**config.mk**
```make
export PLATFORM = sky130hd
export DESIGN_NAME = clk_div_ctrl
export DESIGN_NICKNAME = d
export VERILOG_FILES = /design/src/rtl/clk_div_ctrl.sv
export SDC_FILE = /design/constraint.sdc
export NUM_CORES = 1
export LEC_CHECK = 0
export ABC_AREA = 1
export CAP_MARGIN = 10
export CORE_ASPECT_RATIO = 0.5
export CORE_MARGIN = 2
export CORE_UTILIZATION = 60
export CTS_CLUSTER_DIAMETER = 50
export DETAILED_ROUTE_END_ITERATION = 8
export MAX_ROUTING_LAYER = met4
export PLACE_DENSITY = 0.95
export SLEW_MARGIN = 40
export SYNTH_ARGS = -nofsm -noshare
export SYNTH_HDL_FRONTEND = slang
export SYNTH_SLANG_ARGS = --single-unit
```
**constraint.sdc**
```tcl
create_clock -name clk_100mhz -period 6.5 [get_ports clk_100mhz]
set_input_delay 1.625 -clock clk_100mhz [delete_from_list [all_inputs] [get_ports clk_100mhz]]
set_output_delay 1.625 -clock clk_100mhz [all_outputs]
set_load 0.02 [all_outputs]
```
**src/rtl/clk_div_ctrl.sv**
```systemverilog
//==============================================================================
// Module      : clk_div_ctrl
// Description : Programmable tick/clock divider with a glitch-free divisor
//               update handshake (IDLE / RUN / PEND control FSM).
// Revision    : 1.0 - initial release
//==============================================================================
`default_nettype none

module clk_div_ctrl #(
    parameter int unsigned CNT_W   = 29,
    parameter int unsigned DEF_DIV = 49999
) (
    input  logic             clk_100mhz,
    input  logic             rst,
    input  logic             en,
    input  logic             cfg_valid,
    input  logic [CNT_W-1:0] cfg_div,
    output logic             cfg_ready,
    output logic             tick,
    output logic             clk_out,
    output logic             running,
    output logic [CNT_W-1:0] div_cur
);

    localparam logic [CNT_W-1:0] C_DEF_DIV = CNT_W'(DEF_DIV);
    localparam logic [CNT_W-1:0] C_ONE     = CNT_W'(1);

    typedef enum logic [1:0] {
        ST_IDLE = 2'd0,
        ST_RUN  = 2'd1,
        ST_PEND = 2'd2
    } state_t;

    state_t           state_q, state_d;
    logic [CNT_W-1:0] count_q, count_d;
    logic [CNT_W-1:0] div_q,   div_d;
    logic [CNT_W-1:0] pend_q,  pend_d;
    logic             tick_q,  tick_d;
    logic             clko_q,  clko_d;
    logic             run_q,   run_d;

    logic w_accept;
    logic w_wrap;

    assign cfg_ready = (state_q != ST_PEND);
    assign w_accept  = cfg_valid && cfg_ready;
    assign w_wrap    = (count_q == div_q);

    always_ff @(posedge clk_100mhz or posedge rst) begin
        if (rst) begin
            state_q <= ST_IDLE;
            count_q <= '0;
            div_q   <= C_DEF_DIV;
            pend_q  <= C_DEF_DIV;
            tick_q  <= 1'b0;
            clko_q  <= 1'b0;
            run_q   <= 1'b0;
        end else begin
            state_q <= state_d;
            count_q <= count_d;
            div_q   <= div_d;
            pend_q  <= pend_d;
            tick_q  <= tick_d;
            clko_q  <= clko_d;
            run_q   <= run_d;
        end
    end

    always_comb begin
        state_d = state_q;
        count_d = count_q;
        div_d   = div_q;
        pend_d  = pend_q;
        tick_d  = 1'b0;
        clko_d  = clko_q;

        case (state_q)
            ST_IDLE: begin
                count_d = '0;
                if (w_accept) begin
                    div_d = cfg_div;
                end
                if (en) begin
                    state_d = ST_RUN;
                end
            end

            ST_RUN, ST_PEND: begin
                if (!en) begin
                    state_d = ST_IDLE;
                    count_d = '0;
                    // A divisor still waiting for a wrap takes effect on stop.
                    if (state_q == ST_PEND) begin
                        div_d = pend_q;
                    end else if (w_accept) begin
                        div_d = cfg_div;
                    end
                end else begin
                    if (w_wrap) begin
                        count_d = '0;
                        tick_d  = 1'b1;
                        clko_d  = ~clko_q;
                        if (state_q == ST_PEND) begin
                            div_d   = pend_q;
                            state_d = ST_RUN;
                        end
                    end else begin
                        count_d = count_q + C_ONE;
                    end
                    // Held until the next wrap, even if offered on a wrap edge.
                    if (w_accept) begin
                        pend_d  = cfg_div;
                        state_d = ST_PEND;
                    end
                end
            end

            default: begin
                state_d = ST_IDLE;
                count_d = '0;
            end
        endcase

        run_d = (state_d != ST_IDLE);
    end

    assign tick    = tick_q;
    assign clk_out = clko_q;
    assign running = run_q;
    assign div_cur = div_q;

endmodule

`default_nettype wire

```
==> flow_summary.toml <==
[final_layout]
antennaDiodeCount = 0
drive_gt1_share_pct = 16.1
stdcell_area_sq_um = 6210
final_util_pct = 75.7
layout_commonest_cell = "nand2_1"
fin_nets = 722
mostFrequentLayoutCells = "nand2_1 (171), dfrtp_1 (74), nor2_1 (73)"
syn_to_final_growth_pct = 19.2

[synthesis]
synth-seq-area-share_pct = 44.7
syn_area_sq_um = 5210
synth-warning-count = 0
synth_area_per_cell_sq_um = 8.28
synth_fp_nets = 667
synth_cell_types = 39
synth_seq_cells = 92
syn_inst = 629

[global_routing]
grt_remaining_overflow = 0
grt_pass1_wl_um = 22400
grt_antenna_before_repair = 0
grt_max_degree = 56
grt.total_usage_pct = 31.1
first_global_vias = 4712

[sta]
max_freq_ghz = 0.280
fin_skew_ps = 9.66
fin_tns_setup_ps = 0
worstMarginPinSlew_ps = 793
rsz0062_at_grt = "false"
slew_headroom_pct = 47.0
drv_slew = 0
finalHoldViolCount = 0
finalSetupViolations = 0
hold_ws_ps = 473
min_period_ps = 3570
period_share_pct = 54.9

[clock_tree]
numCtsBuffers = 9
worstSkewPairLatency_ps = 350
cts_resized = 0
cts_setup_buffers = 0
clkSinkCount = 92
tritoncts = "done"
htreeDepth = 3
hold_buffers = 0
clk_pin_slew_ps = 70
cts-root-buf = "clkbuf_16"
clk_path_buf_depth = 2

[place]
port_buffers = 65
dp_hpwl_um = 8740
placed_area_sq_um = 5900
place_congestion = 0.891

[floorplan]
num_rows = 23
start_util_pct = 63.5
die_x_um = 136
dieArea_sq_um = 9480
boundaryPins = 66
die_height_um = 69.9
core_sq_um = 8200

[critical_path]
required_ps = 6780
crit_arrival_ps = 3850
r2r_start = "div_cur[1]$_DFFE_PP1P_"
cp-start-kind = "input port"
regToRegEndpoint = "div_cur[16]$_DFFE_PP0P_"
endpoint_kind = "register"
r2r_slack_ps = 3620
critPathLaunch = "en"
worst-setup-path-type = "input port to register"
r2r_cells = 11
path_max_fanout = 30

[detailed_routing]
dr.first_iter.drc_count = 429
drc = 0
vias = 4687
routed_wl_um = 13400
drt_pre_antenna_iters = 6
drt-vias-per-instance = 5.85
routedWlPerCell_um = 16.8
drtAntennaViolNets = 0

[worst_hold_path]
holdCritPathClass = "register to register"
hold_end = "clk_out$_DFFE_PP0P_"
hold_depth = 1
hp-start = "clk_out$_DFFE_PP0P_"

[pwr]
irDropWorstVdd_uv = 286
power_per_cell_area_nw_per_um2 = 476
power.total_w = 0.00295
cellLeakagePower_nw = 2.67

[status]
status = "completed"

[run]
cap_violations = 0
## flip-flops by register name (all words and copies together), names as in the netlist
signal	cells
count_q	29
div_cur	29
pend_q	29
state_q	2
clk_out	1
running	1
tick	1
## metal layers
layer  wire length, um  GRT usage [%]  vias to the layer above
met4               354           11.9                        0
li1                  -              -                     2133
met3              1050           7.84                       44
met1              5500           38.9                     2239
met5                 0              -                        -
met2              6520           49.2                      271
## stage by stage
step / std cells / setup WS (ps)
6_report: 801 / 2930
2_1_floorplan: 629 / 2510
3_3_place_gp: 785 / 2740
3_5_place_dp: 785 / 2640
5_1_grt: 801 / 2820
4_1_cts: 801 / 3010
## where the power goes
group | leakage [nW] | internal [W] | switching, W
combinational | 1.37 | 0.000573 | 0.000821
sequential | 1.15 | 0.000817 | 0.000178
clock | 0.150 | 0.000336 | 0.000227
total | 2.67 | 0.00173 | 0.00123
## cell usage after synthesis
cell / number / area (sq um)
nand2_1: 171 / 642
dfrtp_1: 74 / 1850
nor2_1: 73 / 274
inv_1: 65 / 244
a31oi_1: 30 / 188
mux2_2: 29 / 327
o21ai_2: 20 / 175
xnor2_1: 20 / 175
dfstp_2: 18 / 473
o21ai_0: 16 / 80.1
nor3_1: 14 / 70.1
clkbuf_1: 11 / 41.3
nand3_1: 11 / 55.1
xor2_1: 10 / 87.6
buf_2: 9 / 45.0
nand4_1: 9 / 56.3
ha_1: 5 / 62.6
nand2_2: 4 / 25.0
nor2_4: 4 / 45.0
a211oi_1: 3 / 22.5
a21oi_1: 3 / 15.0
inv_2: 3 / 11.3
nor2_2: 3 / 18.8
nor3b_1: 3 / 22.5
buf_12: 2 / 40.0
clkbuf_2: 2 / 10.0
clkbuf_4: 2 / 15.0
nand3_2: 2 / 20.0
nor3_2: 2 / 20.0
o21a_1: 2 / 15.0
a21oi_4: 1 / 16.3
and3_2: 1 / 7.51
buf_6: 1 / 11.3
nand2_4: 1 / 11.3
nand3b_1: 1 / 7.51
nor4_1: 1 / 6.26
o21ai_1: 1 / 5.00
o31ai_1: 1 / 7.51
or2_2: 1 / 6.26
## worst max path at each step
stage	endpoint	cells after the start
after floorplan	clk_out$_DFFE_PP0P_	1
after global placement	pend_q[5]$_DFFE_PP0P_	7
after detailed placement	div_cur[16]$_DFFE_PP0P_	8
after CTS	div_cur[16]$_DFFE_PP0P_	8
after global routing	div_cur[15]$_DFFE_PP1P_	8
final	div_cur[16]$_DFFE_PP0P_	8
## area by class of cell
cell class / instances / area [sq um]
Clock buffer: 11 / 233
Clock inverter: 5 / 77.6
Fill cell: 523 / 2000
Inverter: 68 / 260
Multi-Input combinational cell: 442 / 2470
Sequential cell: 92 / 2320
Tap cell: 112 / 140
Timing Repair Buffer: 71 / 696
## critical path, cell delays in order
cell	delay, ps
clkdlybuf4s50_1	510
inv_1	110
o21ai_0	90
o21a_1	160
a21oi_4	620
buf_4	500
nand2_1	130
o21ai_2	80
## cell families after synthesis
| kind of cell | synth area share, % |
|---|---|
| compound gates | 10.1 |
| xor+xnor | 5.05 |
| fa+ha+maj | 1.20 |
| buf+inv | 8.03 |
| flops | 44.7 |
| mux | 6.27 |
| simple gates | 24.7 |
No activity file was read; power rests on OpenSTA's default activity.
